`src/rtl/sprite_lane_drawer.sv`:
```
`default_nettype none
// +----------------------------------------------------------------------------+
// | Module  : sprite_lane_drawer                                               |
// | Purpose : Raster-plots or erases a solid lane sprite on the 160x120 VGA    |
// |           framebuffer, one registered pixel per clock.                     |
// | Revision: 1.0 - initial release                                            |
// +----------------------------------------------------------------------------+
module sprite_lane_drawer #(
  parameter int                   NUM_POS     = 4,
  parameter logic [8*NUM_POS-1:0] POS_X_LIST  = 32'h844E1806,
  parameter logic [6:0]           Y_TOP       = 7'd102,
  parameter int                   SPR_W       = 9,
  parameter int                   SPR_H       = 5,
  parameter logic [2:0]           DRAW_COLOR  = 3'b011,
  parameter logic [2:0]           ERASE_COLOR = 3'b000
) (
  input  logic       Clock,
  input  logic       Reset,
  input  logic       Start,
  input  logic [1:0] Op,
  input  logic [3:0] Pos,
  output logic [7:0] XOut,
  output logic [6:0] YOut,
  output logic [2:0] Color,
  output logic       Plot,
  output logic       Busy,
  output logic       Done
);

  localparam logic [4:0] c_num_pos = 5'(NUM_POS);
  localparam logic [3:0] c_max_pos = 4'(NUM_POS - 1);
  localparam logic [3:0] c_x_max   = 4'(SPR_W - 1);
  localparam logic [2:0] c_y_max   = 3'(SPR_H - 1);

  typedef enum logic [1:0] {
    S_IDLE  = 2'd0,
    S_ERASE = 2'd1,
    S_DRAW  = 2'd2,
    S_FIN   = 2'd3
  } state_t;

  state_t     r_state;
  state_t     w_state_nxt;

  logic [3:0] r_xc;
  logic [2:0] r_yc;
  logic [3:0] r_new_pos;
  logic [3:0] r_last_pos;
  logic       r_last_valid;
  logic [1:0] r_op;

  logic [7:0] r_x;
  logic [6:0] r_y;
  logic [2:0] r_color;
  logic       r_plot;
  logic       r_busy;
  logic       r_done;

  logic       w_accept;
  logic       w_scan;
  logic       w_last_px;
  logic [3:0] w_xc_nxt;
  logic [2:0] w_yc_nxt;
  logic [3:0] w_pos_clamped;
  logic [3:0] w_new_pos_nxt;
  logic [3:0] w_sel_nxt;
  logic       w_plot_nxt;
  logic [7:0] w_pos_x [16];

  // Unused table slots read as zero so a 4-bit lane index never runs off the table.
  for (genvar gi = 0; gi < 16; gi++) begin : g_pos
    if (gi < NUM_POS) begin : g_used
      assign w_pos_x[gi] = POS_X_LIST[8*gi +: 8];
    end else begin : g_unused
      assign w_pos_x[gi] = 8'd0;
    end
  end

  assign w_pos_clamped = ({1'b0, Pos} >= c_num_pos) ? c_max_pos : Pos;
  assign w_scan        = (r_state == S_ERASE) || (r_state == S_DRAW);
  assign w_last_px     = w_scan && (r_xc == c_x_max) && (r_yc == c_y_max);

  always_ff @(posedge Clock) begin
    if (!Reset) begin
      r_state <= S_IDLE;
    end else begin
      r_state <= w_state_nxt;
    end
  end

  always_comb begin
    w_state_nxt = r_state;
    w_accept    = 1'b0;
    case (r_state)
      S_IDLE: begin
        if (Start) begin
          w_accept = 1'b1;
          if ((Op == 2'b01) || (Op == 2'b10)) begin
            if (r_last_valid) begin
              w_state_nxt = S_ERASE;
            end else if (Op == 2'b10) begin
              w_state_nxt = S_DRAW;
            end else begin
              w_state_nxt = S_FIN;
            end
          end else begin
            w_state_nxt = S_DRAW;
          end
        end
      end
      S_ERASE: begin
        if (w_last_px) begin
          w_state_nxt = (r_op == 2'b10) ? S_DRAW : S_FIN;
        end
      end
      S_DRAW: begin
        if (w_last_px) begin
          w_state_nxt = S_FIN;
        end
      end
      S_FIN: begin
        w_state_nxt = S_IDLE;
      end
      default: begin
        w_state_nxt = S_IDLE;
      end
    endcase
  end

  // Counters fall back to zero outside a scan, so entering any scan starts at (0,0).
  always_comb begin
    w_xc_nxt = 4'd0;
    w_yc_nxt = 3'd0;
    if (w_scan && !w_last_px) begin
      if (r_xc == c_x_max) begin
        w_yc_nxt = r_yc + 3'd1;
      end else begin
        w_xc_nxt = r_xc + 4'd1;
        w_yc_nxt = r_yc;
      end
    end
  end

  assign w_new_pos_nxt = w_accept ? w_pos_clamped : r_new_pos;
  assign w_sel_nxt     = (w_state_nxt == S_ERASE) ? r_last_pos : w_new_pos_nxt;
  assign w_plot_nxt    = (w_state_nxt == S_ERASE) || (w_state_nxt == S_DRAW);

  // Outputs are computed from next-state values so the pixel lands the cycle after accept.
  always_ff @(posedge Clock) begin
    if (!Reset) begin
      r_xc         <= 4'd0;
      r_yc         <= 3'd0;
      r_new_pos    <= 4'd0;
      r_last_pos   <= 4'd0;
      r_last_valid <= 1'b0;
      r_op         <= 2'b00;
      r_x          <= 8'd0;
      r_y          <= 7'd0;
      r_color      <= 3'd0;
      r_plot       <= 1'b0;
      r_busy       <= 1'b0;
      r_done       <= 1'b0;
    end else begin
      r_xc <= w_xc_nxt;
      r_yc <= w_yc_nxt;
      if (w_accept) begin
        r_new_pos <= w_pos_clamped;
        r_op      <= Op;
      end
      if ((r_state == S_ERASE) && w_last_px) begin
        r_last_valid <= 1'b0;
      end
      if ((r_state == S_DRAW) && w_last_px) begin
        r_last_pos   <= r_new_pos;
        r_last_valid <= 1'b1;
      end
      r_plot <= w_plot_nxt;
      r_busy <= (w_state_nxt != S_IDLE);
      r_done <= (w_state_nxt == S_FIN);
      if (w_plot_nxt) begin
        r_x     <= w_pos_x[w_sel_nxt] + {4'd0, w_xc_nxt};
        r_y     <= Y_TOP + {4'd0, w_yc_nxt};
        r_color <= (w_state_nxt == S_ERASE) ? ERASE_COLOR : DRAW_COLOR;
      end
    end
  end

  assign XOut  = r_x;
  assign YOut  = r_y;
  assign Color = r_color;
  assign Plot  = r_plot;
  assign Busy  = r_busy;
  assign Done  = r_done;

endmodule
`default_nettype wire

```
`config.mk`:
```
export PLATFORM = sky130hd
export DESIGN_NAME = sprite_lane_drawer
export DESIGN_NICKNAME = d
export VERILOG_FILES = /design/src/rtl/sprite_lane_drawer.sv
export SDC_FILE = /design/constraint.sdc
export NUM_CORES = 1
export LEC_CHECK = 0
export ABC_AREA = 1
export ABC_CLOCK_PERIOD_IN_PS = 9200
export CAP_MARGIN = 20
export CORE_MARGIN = 2
export CORE_UTILIZATION = 35
export CTS_CLUSTER_DIAMETER = 150
export DETAILED_ROUTE_END_ITERATION = 10
export DONT_BUFFER_PORTS = 1
export SKIP_CTS_REPAIR_TIMING = 1
export SYNTH_ARGS = -nofsm -noshare
export SYNTH_HDL_FRONTEND = slang
export SYNTH_SLANG_ARGS = --single-unit
```
`constraint.sdc`:
```
create_clock -name Clock -period 9.2 [get_ports Clock]
set_input_delay 2.76 -clock Clock [delete_from_list [all_inputs] [get_ports Clock]]
set_output_delay 2.76 -clock Clock [all_outputs]
set_load 0.05 [all_outputs]
```
==> results_dict.tcl <==
set metrics [dict create \
    setup_viol 0 \
    grt_pass1_wl_um 6180 \
    yosys_register_bits 37 \
    ant_nets 0 \
    area_growth_pct 8.95 \
    crit_path_end_kind "register" \
    cp-start-kind "input port" \
    syn_area_per_cell_sq_um 7.87 \
    num_vias 1391 \
    post-route-period-util_pct 55.0 \
    antenna_found_initial 0 \
    ios 30 \
    globalplace.congestion 0.837 \
    max_slew.worst_pin.slew_ps 996 \
    synthSimpleGateAreaFrac_pct 26.1 \
    fmax_mhz 198 \
    cp_common_cell "inv_1" \
    synth_seq_area_share_pct 39.5 \
    vias_per_cell 4.47 \
    maxSlewHeadroom_pct 33.5 \
    fin_skew_ps 5.44 \
    grt_pass1_vias 1356 \
    synth_top_family_by_area "simple AND/OR/NAND/NOR gates" \
    hpwl_um 2670 \
    port_buffers 0 \
    core-area_sq_um 5140 \
    grt.overflow.total 0 \
    wirelength_um 3480 \
    antennaDiodeCount 0 \
    period_minus_slack_ps 5060 \
    yosysWarnings 0 \
    cts.htree.levels 2 \
    netSwitchingPower_uw 181 \
    crit_path_cell_trace "inv_1, ha_1, inv_1, o21ai_0, o22ai_1, nand2_1, nand2_1, ha_1, inv_1, nand2_1, o21ai_2, inv_2, ha_1, nor2_2, inv_1, fa_1, nor2_1, nor2_1, a22o_1" \
    slowest_stage "fa_1" \
    synth-compound-area-share_pct 10.0 \
    clk_transition_reported_paths_ps 70 \
    crit_arrival_ps 5240 \
    path_class "in2reg" \
    cts_buffers 5 \
    grt_max_degree 20 \
    cellInternalPower_uw 294 \
    drive_gt1_share_pct 14.1 \
    status "finished clean" \
    worst_ir_drop_vdd_mv 0.0967 \
    hp-class "reg2reg" \
    routedWlPerCell_um 11.2 \
    critical-path-top-delay-family "adder cells" \
    grt_usage_pct 13.1 \
    comb_power_share_pct 16.9 \
    p_leak_nw 0.940 \
    path_buf_inv 5 \
    power.share.sequential_pct 52.5 \
    rows 26 \
    worstPathMaxFanout 5 \
    fp.dieW_um 77.2 \
    synthXorXnorAreaFrac_pct 0.935 \
    ys_types 29 \
    sw_frac_of_total_pct 38.1 \
    final_util_pct 39.7 \
    fillCellCount 557 \
    crit_required_ps 9380 \
    yosys-mux-area-fraction_pct 0 \
    start_util_pct 36.4 \
    synth_cells 238 \
    die_h_um 77.2 \
    cap_violations 0 \
    synth_area_sq_um 1870 \
    first_pass_iters 4 \
    cts_tree "built" \
    clock-sinks 37 \
    synthAdderAreaFrac_pct 14.4 \
    drv_slew 0 \
    p_per_area_nw_per_um2 233 \
    hold_viol_final 0 \
    crit_path_max_incr_delay_ps 400 \
    dieArea_sq_um 5950 \
    final.setup.tns_ps 0 \
    dr.first_iter.drc_count 52 \
    nets 270 \
    root_buffer "clkbuf_8" \
    clockBufferDepth 2 \
    route.detailed.drc 0 \
    rsz0062_at_grt "false" \
    power.share.clock_pct 30.5 \
    clkLatencyLatePin_ps 280 \
]
per-stage QoR:
step	area, sq um	hold slack (ps)	std cells	setup slack [ps]	total power [mW]
2_1_floorplan	1880	430	239	4080	0.320
3_3_place_gp	1920	441	303	3930	0.335
3_5_place_dp	1920	446	303	3850	0.335
4_1_cts	2040	458	311	4160	0.481
5_1_grt	2040	492	311	3850	0.505
6_report	2040	452	311	4140	0.475
state kept, by name (all words and copies together) (netlist names):
name	flops
Busy	1
Color	1
Done	1
Plot	1
XOut	8
YOut	5
r_last_pos	4
r_last_valid	1
r_new_pos	4
r_op	2
r_state	2
r_xc	4
r_yc	3
tightest hold or removal path, stage by stage (launching register included):
cell and delay (ps):
dfxtp_1 300, inv_1 60, a21oi_1 50
cell usage after synthesis:
cell type,n,area [sq um]
dfxtp_1,37,741
nand3_1,14,70.1
o21ai_2,2,17.5
inv_2,5,18.8
o21ai_0,11,55.1
nor3_1,2,10.0
nor2_2,4,25.0
a22o_1,2,17.5
nor2_1,22,82.6
o22ai_1,2,12.5
conb_1,1,3.75
xnor2_1,2,17.5
fa_1,1,20.0
a21oi_2,1,8.76
o21ai_1,2,10.0
nand3b_1,1,7.51
inv_1,28,105
nand4_1,1,6.26
buf_2,2,10.0
buf_4,4,30.0
a21oi_1,9,45.0
nor2_4,1,11.3
nand2_2,9,56.3
nor3_2,1,10.0
ha_1,20,250
o211ai_2,1,12.5
a31o_2,1,8.76
nand2_1,50,188
nand2_4,2,22.5
cell usage in the layout (no fill, tap or decap), drive strengths merged:
| cell type | Yosys | routed |
|---|---|---|
| nand2 | 61 | 61 |
| o211ai | 1 | 1 |
| nand3b | 1 | 1 |
| a22o | 2 | 2 |
| o22ai | 2 | 2 |
| nor3 | 3 | 3 |
| nand4 | 1 | 1 |
| o21ai | 15 | 15 |
| ha | 20 | 20 |
| inv | 33 | 33 |
| a31o | 1 | 1 |
| a21oi | 10 | 10 |
| nor2 | 27 | 27 |
| fa | 1 | 1 |
| xnor2 | 2 | 2 |
| conb | 1 | 2 |
| clkbuf | 0 | 7 |
| bufinv | 0 | 1 |
| dfxtp | 37 | 37 |
| nand3 | 14 | 14 |
per-layer routing:
metal	vias to the layer above	share of wire, %	track usage, %
li1	751	-	-
met1	615	48	16.5
met2	20	47	21.1
met3	5	3.6	3.41
met4	0	1.5	5.36
met5	-	0	0
layout make-up:
| type | instances | area, sq um | area share [%] |
|---|---|---|---|
| multi-input cells | 163 | 972 | 47.6 |
| clock inverters | 1 | 30.0 | 1.47 |
| flip-flops and latches | 37 | 741 | 36.3 |
| clock buffers | 7 | 86.3 | 4.23 |
| inverters | 33 | 124 | 6.07 |
| well taps | 70 | 87.6 | 4.29 |
kinds of logic after synthesis:
family | count (synthesis)
compound gates | 31
xor+xnor | 2
other cells | 1
buf+inv | 39
simple gates | 107
flops | 37
fa+ha+maj | 21
power by group through the flow:
stage / clock (mW) / sequential [mW] / combinational, mW
CTS: 0.149 / 0.250 / 0.0820
global placement: 0 / 0.254 / 0.0808
floorplan: 0 / 0.241 / 0.0794
detailed placement: 0 / 0.254 / 0.0812
finish: 0.145 / 0.249 / 0.0804
global route: 0.157 / 0.253 / 0.0946
final timing paths:
| kind | start | endpoint | slack [ps] | cells after the start |
|---|---|---|---|---|
| setup reg to reg | r_state[1] | XOut[3] | 5790 | 21 |
| hold / removal | r_op[1] | r_op[1] | 450 | 2 |
| hold reg to reg | r_op[1] | r_op[1] | 450 | 2 |
| setup / recovery | Op[0] | XOut[3] | 4140 | 19 |
(Power assumes the default switching activity.)
